$ cat config.mk
export PLATFORM = sky130hd
export DESIGN_NAME = grant_dispatcher
export DESIGN_NICKNAME = d
export VERILOG_FILES = /design/src/rtl/grant_dispatch_pkg.sv /design/src/rtl/grant_onehot_check.sv /design/src/rtl/grant_dispatcher.sv
export SDC_FILE = /design/constraint.sdc
export NUM_CORES = 1
export LEC_CHECK = 0
export BUFFER_PORTS_ARGS = -buffer_cell sky130_fd_sc_hd__buf_2
export CAP_MARGIN = 20
export CORE_MARGIN = 2
export CORE_UTILIZATION = 30
export CTS_CLUSTER_SIZE = 8
export DETAILED_ROUTE_END_ITERATION = 6
export PLACE_DENSITY_LB_ADDON = 0.15
export SETUP_SLACK_MARGIN = 0.2
export SYNTH_ARGS = -nofsm -noshare
export SYNTH_HDL_FRONTEND = slang
export SYNTH_SLANG_ARGS = --single-unit
$ cat constraint.sdc
create_clock -name clk -period 1.62 [get_ports clk]
set_input_delay 0 -clock clk [delete_from_list [all_inputs] [get_ports clk]]
set_output_delay 0 -clock clk [all_outputs]
set_load 0.005 [all_outputs]
$ cat src/rtl/grant_dispatch_pkg.sv
// grant_dispatch_pkg: shared sizes and FSM state type for the grant dispatcher.
// Used by grant_dispatcher and, when GRANT_CHECK_EN is defined, grant_onehot_check.
package grant_dispatch_pkg;

  localparam int NUM_REQ = 4;
  localparam int IDX_W   = 2;

  typedef enum logic [1:0] {
    ST_IDLE  = 2'd0,
    ST_ARB   = 2'd1,
    ST_GRANT = 2'd2,
    ST_SEND  = 2'd3
  } state_t;

endpackage

$ cat src/rtl/grant_onehot_check.sv
// grant_onehot_check: flags whether an arbiter grant is trustworthy. The grant
// is consistent only if it is exactly the one-hot decode of the reported index
// and it selects a requester that was present in the request snapshot.
// The module exists only when GRANT_CHECK_EN is defined.
`ifdef GRANT_CHECK_EN
module grant_onehot_check
  import grant_dispatch_pkg::*;
(
  input  logic [NUM_REQ-1:0] grant,
  input  logic [IDX_W-1:0]   index,
  input  logic [NUM_REQ-1:0] requests,
  output logic               consistent
);

  logic [NUM_REQ-1:0] idx_onehot;

  // Decode the index; equality with the grant covers both one-hot and agreement
  always_comb begin
    idx_onehot        = '0;
    idx_onehot[index] = 1'b1;
  end

  assign consistent = (grant == idx_onehot) && ((grant & ~requests) == '0);

endmodule
`endif

$ cat src/rtl/grant_dispatcher.sv
// grant_dispatcher: snapshots pending requests, runs one external-arbiter
// cycle per transfer, forwards the granted requester's payload downstream and
// holds it until accepted. Optional macro GRANT_CHECK_EN adds a grant
// consistency check with a sticky grant_err flag; without it grant_err is 0
// and any nonzero grant is trusted.
module grant_dispatcher
  import grant_dispatch_pkg::*;
#(
  parameter int DATA_W = 8
) (
  input  logic                      clk,
  input  logic                      reset,
  input  logic [NUM_REQ-1:0]        req_valid,
  input  logic [NUM_REQ*DATA_W-1:0] req_data,
  output logic [NUM_REQ-1:0]        req_ready,
  output logic [NUM_REQ-1:0]        arb_requests,
  output logic                      arb_enable,
  input  logic [NUM_REQ-1:0]        arb_grant,
  input  logic [IDX_W-1:0]          arb_index,
  output logic                      out_valid,
  output logic [DATA_W-1:0]         out_data,
  output logic [IDX_W-1:0]          out_src,
  input  logic                      out_ready,
  output logic                      busy,
  output logic                      grant_err
);

  state_t             state;
  logic [DATA_W-1:0]  req_word [NUM_REQ];
  logic [NUM_REQ-1:0] idx_onehot;
  logic               grant_ok;

  for (genvar i = 0; i < NUM_REQ; i++) begin : g_word
    assign req_word[i] = req_data[i*DATA_W +: DATA_W];
  end

  // Acceptance pulse pattern for the requester named by the arbiter index
  always_comb begin
    idx_onehot            = '0;
    idx_onehot[arb_index] = 1'b1;
  end

`ifdef GRANT_CHECK_EN
  logic grant_consistent;

  grant_onehot_check u_check (
    .grant      (arb_grant),
    .index      (arb_index),
    .requests   (arb_requests),
    .consistent (grant_consistent)
  );

  // A consistent grant is one-hot, hence nonzero
  assign grant_ok = grant_consistent;

  // Sticky error: a nonzero grant that fails the check; a zero grant is a
  // legitimate withdrawal and is not an error
  always_ff @(posedge clk or negedge reset) begin
    if (!reset) begin
      grant_err <= 1'b0;
    end else if (state == ST_GRANT && arb_grant != '0 && !grant_consistent) begin
      grant_err <= 1'b1;
    end
  end
`else
  assign grant_ok  = (arb_grant != '0);
  assign grant_err = 1'b0;
`endif

  // Dispatch FSM: IDLE capture -> ARB (enable pulse) -> GRANT (sample) -> SEND
  always_ff @(posedge clk or negedge reset) begin
    if (!reset) begin
      state        <= ST_IDLE;
      arb_requests <= '0;
      arb_enable   <= 1'b0;
      req_ready    <= '0;
      out_valid    <= 1'b0;
      out_data     <= '0;
      out_src      <= '0;
      busy         <= 1'b0;
    end else begin
      arb_enable <= 1'b0;
      req_ready  <= '0;
      case (state)
        ST_IDLE: begin
          if (req_valid != '0) begin
            arb_requests <= req_valid;
            arb_enable   <= 1'b1;
            busy         <= 1'b1;
            state        <= ST_ARB;
          end
        end
        ST_ARB: begin
          state <= ST_GRANT;
        end
        ST_GRANT: begin
          if (grant_ok) begin
            out_data  <= req_word[arb_index];
            out_src   <= arb_index;
            req_ready <= idx_onehot;
            out_valid <= 1'b1;
            state     <= ST_SEND;
          end else begin
            busy  <= 1'b0;
            state <= ST_IDLE;
          end
        end
        ST_SEND: begin
          if (out_ready) begin
            out_valid <= 1'b0;
            busy      <= 1'b0;
            state     <= ST_IDLE;
          end
        end
        default: begin
          out_valid <= 1'b0;
          busy      <= 1'b0;
          state     <= ST_IDLE;
        end
      endcase
    end
  end

endmodule

* After elaboration in Yosys (flattened, before gate mapping)
Index checks and enable logic that the tools add are counted.
Operators by class: $add $sub $neg 0, $mul 0, divide/modulo/power cells 0, order comparisons 3, equal/unequal tests 7, shift operators 0, muxes and demuxes 19, bitwise logic cells 1, reductions and logical operators 11
Operators by type and width (number):
- 8-bit binary-select mux with 2-bit select | 1
- 8-bit two-way mux | 2
- 4-bit two-way mux | 2
- 2-bit != test (second input constant) | 4
- 2-bit one-hot mux with 4 select lines | 1
- 4-bit nonzero test | 2
- 1-bit two-way mux | 7
- 2-bit two-way mux | 3
- 2-bit AND reduction | 3
- 2-bit equality test (second input constant) | 2
- 4-bit AND reduction | 1
- 3-bit greater-or-equal comparator (second input constant) | 1
- 2-bit by 3-bit less-than comparator with 1-bit output (second input constant) | 1
- 2-bit inverter with 3-bit output | 1
- 1-bit one-hot mux with 3 select lines | 1
- 3-bit AND reduction | 1
- 3-bit nonzero test | 1
- 1-bit demux with 2-bit select | 1
- 2-bit by 1-bit equality test with 1-bit output (second input constant) | 1
- 2-bit by 1-bit greater-or-equal comparator with 1-bit output (second input constant) | 1
- 2-bit logical NOT | 1
- 1-bit one-hot mux with 2 select lines | 1
- 2-bit nonzero test | 1
- 1-bit logical AND | 1
Word-level totals: register bits after elaboration 23, bits in latches 0, RAM bits 0, memory bits (read-only) 0, input bits 45, logic and storage cells 49, memories 0

* Depth between registers and ports, before layout
depth after elaboration 6, mapped depth 5

* Least setup slack after synthesis
No wires, ideal clock.
path kind input -> register, from input arb_grant[1], to register out_data[1], library setup time 0.125 ns, arrival time 1.225 ns, required time 1.495 ns, setup slack 0.270 ns, stages on the path 5, path buffers 2, cell sequence or4_1 and3_1 buf_6 buf_8 mux2_4
Between the ends: longest elaborated chain between the ends 2
RTL lines:
- start: declaration | line grant_dispatcher.sv:18 | input logic [NUM_REQ-1:0] arb_grant,
- 4-bit nonzero test | line grant_dispatcher.sv:66 | assign grant_ok = (arb_grant != '0);
- 2-bit AND reduction (no line)
- end signal: assignment | line grant_dispatcher.sv:98 | out_data <= req_word[arb_index];
- end: declaration | line grant_dispatcher.sv:21 | output logic [DATA_W-1:0] out_data,
Every way passes these cells. A chain may end at the register's enable or synchronous reset.

* Worst setup path after layout
from input req_valid[1], to register state[0]
Between the ends: longest elaborated chain between the ends 3
RTL lines:
- start: declaration | line grant_dispatcher.sv:13 | input logic [NUM_REQ-1:0] req_valid,
- 4-bit nonzero test | line grant_dispatcher.sv:86 | if (req_valid != '0) begin
- 2-bit != test (no line)
- 2-bit AND reduction (no line)
- end signal: assignment | line grant_dispatcher.sv:90 | state <= ST_ARB;
- end signal: assignment | line grant_dispatcher.sv:94 | state <= ST_GRANT;
- end signal: assignment | line grant_dispatcher.sv:102 | state <= ST_SEND;
- end: declaration | line grant_dispatcher.sv:28 | state_t state;
Every way passes these cells.

==> metrics <==
status=completed; n_diodes=0; Final Power=between 0.002 and 0.0025 W; WL final=2443 um; die span in y=about 64 um; GR Util met1=between 15 and 20%; Worst slew margin=about two thirds; Final setup viols=0; WL/cell=12.99 um; reg2reg end=out_data[0]$_DFFE_PN0P_; worst skew pair latency=~0.30 ns; GRT busiest layer=met2; worst hold stages=3; Ys Warns=0; P_sw=around 0.00067 W; P&R area growth vs syn=40.50%; Peak VDD IR=around 0.37 mV; gpl congestion=between 0.7 and 0.8; filler cell count=roughly 350; Final Skew=about 0.010 ns; final net count=188; fin crit period=1.336 ns; syn nets=around 120; Worst Hold End=state[1]$_DFFE_PN0P_; post-synthesis simple-gate area fraction=about 8%; register area=around 580 um^2; kind of critical path=in -> reg; top fanout value on the critical path=5; cell area after synthesis=between 1000 and 1500 um^2; CP required=1.82 ns; HPWL Detailed=between 1500 and 2000 um; worst min-delay path class=in -> reg; total number of vias=881; post-synthesis sequential area ratio=between 50% and 60%; Final Worst Setup Slack=0.2840 ns; Sink Count=23; grt ovf=0; CP Launch Type=input pin; Max Clk Rate=0.7485 GHz; register-to-register setup slack=a little under 0.3 ns; most common cell after layout, fill and taps aside=buf_2; core area=3416 um^2; Mean Syn Cell Area=around 15 um^2; clock share of power=between 10% and 20%; GR Util met3=a little under 2%; main combinational cell family by area after synthesis=multiplexers; final worst-path cycle share=82.47%; share of cells above drive strength 1=69.01%; Post-Synthesis Cells=71; setup TNS=0 ns; combinational share of power=between 40% and 50%; Synth Area in Compound Gates=4.577%; XOR/XNOR share of the synthesized area=0%; Initial Util=approximately 32%; Seq pwr share=~44%; HP Start=out_ready; pwr dens=1428 nW/um^2; FP Rows=21; Clock transition at path regs=0.13 ns; synth unique cells=26; IO buf count=65; Worst Reg-to-Reg Cells=4; P_leak=~0.78 nW; CTS tree=built; Int Pwr=0.001524 W; Num CTS Buffers=3; Die Area=between 4000 and 5000 um^2; Final Hold Viols=0; Starting DRT DRC Count=10; H-tree depth=1; io pins=67; met2 usage=about a quarter; Post-CTS Setup Inserts=0; Clock Path Buffers=2; multi-input logic area=475.5 um^2; RSZ-0062 raised after global routing=false; Die X=64.38 um; first-pass GRT wire length=~4300 um; maxcap violations=0; detailed-route DRC error count=0; net switching fraction of the power=30.54%; Finished Cell Area=1536 um^2; largest net degree at the start of global routing=24; endpoint type of the worst setup path=register; final core occ=between 40 and 50%; CP arrival=roughly 1.5 ns; Pre-antenna DRT Iters=3; vias in the first global route=slightly below 1k; mux contribution to synthesized area=between 20 and 30%; Place WS=0.1696 ns; Post-DP Area=between 1000 and 1500 um^2; worst r2r src=state[0]$_DFFE_PN0P_; vias per inst=approximately 4.7; fraction of the mapped netlist area in adder cells=0%; Total Routing Usage GR=roughly 14%; initial antenna violation count=0; post-synthesis register bit count=23; Worst-Margin Slew=between 0.5 and 0.6 ns; Detail Route Antenna Nets=0; CTS root buffer=clkbuf_4; fin. max-slew vios=0; most frequent cells in the layout=65 x buf_2, 23 x dfrtp_1, 9 x mux2_2, 8 x mux4_2, 5 x dlygate4sd3_1
[worst max path at each step]
stage / from / end / slack [ns] / depth (start not counted)
3_5_place_dp: arb_grant[1] / out_data[2]$_DFFE_PN0P_ / 0.17 / 5
2_1_floorplan: arb_grant[1] / out_data[1]$_DFFE_PN0P_ / 0.27 / 5
3_3_place_gp: arb_grant[1] / out_data[2]$_DFFE_PN0P_ / 0.18 / 5
4_1_cts: state[0]$_DFFE_PN0P_ / out_data[7]$_DFFE_PN0P_ / 0.21 / 4
5_1_grt: state[0]$_DFFE_PN0P_ / out_data[0]$_DFFE_PN0P_ / 0.21 / 4
6_report: req_valid[1] / state[0]$_DFFE_PN0P_ / 0.28 / 6
[sequential cells by signal, indices dropped and copies added, names as in the netlist]
name	count
busy	1
out_data	8
req_ready	4
arb_enable	1
out_src	2
state	2
arb_requests	4
out_valid	1
[metrics by stage]
stage | hold WS, ns | cells
final | 0.01007 | 188
after global routing | 0.01012 | 188
after CTS | 0.001919 | 188
after detailed placement | 0.001972 | 179
after global placement | 0.001193 | 179
after floorplan | -0.2956 | 71
[routing by layer]
layer / share of wire, % / vias to the layer above
li1: - / 404
met1: 38 / 438
met2: 54 / 37
met3: 6.3 / 2
met4: 1.4 / 0
met5: 0 / -
[cell usage after synthesis]
cell type / n / area share, %
nand2_1: 2 / 0.69
nand3_1: 1 / 0.46
o21ai_0: 1 / 0.46
buf_4: 1 / 0.69
a22o_1: 2 / 1.6
buf_2: 1 / 0.46
o22a_2: 1 / 0.92
nand2b_1: 1 / 0.57
and3_2: 1 / 0.69
conb_1: 1 / 0.34
mux2_2: 9 / 9.3
nor2_1: 2 / 0.69
a21o_2: 2 / 1.6
or4_1: 1 / 0.69
mux2_4: 3 / 4.1
or3_1: 1 / 0.57
buf_8: 1 / 1.4
inv_1: 2 / 0.69
dfrtp_1: 23 / 53
buf_6: 1 / 1.0
and3_1: 1 / 0.57
and3b_2: 2 / 1.8
mux4_2: 8 / 16
nor3b_1: 1 / 0.69
clkbuf_1: 1 / 0.34
nor4_1: 1 / 0.57
[critical path, stage by stage]
cell           delay, ns
dlygate4sd3_1       0.55
buf_2               0.13
nor4_1              0.23
nand2b_2            0.21
inv_1               0.08
or3_1               0.34
[power groups by stage]
stage	registers [W]	clock network, W	logic [W]
4_1_cts	0.000977	0.000272	0.000953
6_report	0.000974	0.000258	0.000962
5_1_grt	0.00102	0.000297	0.00106
3_3_place_gp	0.000979	0	0.000919
3_5_place_dp	0.000987	0	0.000943
2_1_floorplan	0.000993	0	0.000578
[area by class of cell]
| cell class | count | area share [%] |
|---|---|---|
| Clock buffer | 4 | 1.710 |
| Inverter | 2 | 0.4886 |
| Multi-Input combinational cell | 41 | 30.94 |
| Sequential cell | 23 | 37.46 |
| Tap cell | 46 | 3.746 |
| Timing Repair Buffer | 72 | 25.65 |
[cells by family (layout without fill, tap and decap cells)]
family,Yosys count,in the layout
AO/OA/AOI/OAI,6,6
buffers and inverters,7,78
flip-flops,23,23
multiplexers,20,20
other,1,1
AND/OR/NAND/NOR,14,14
[repair_timing]
action | 4_1_cts | 5_1_grt
setup endpoints to repair | 0 | 11
hold endpoints to repair | 27 | 0
hold buffers | 5 | 0
gates resized for setup | 0 | 4
Note: power is estimated with default switching activity, not from simulation.
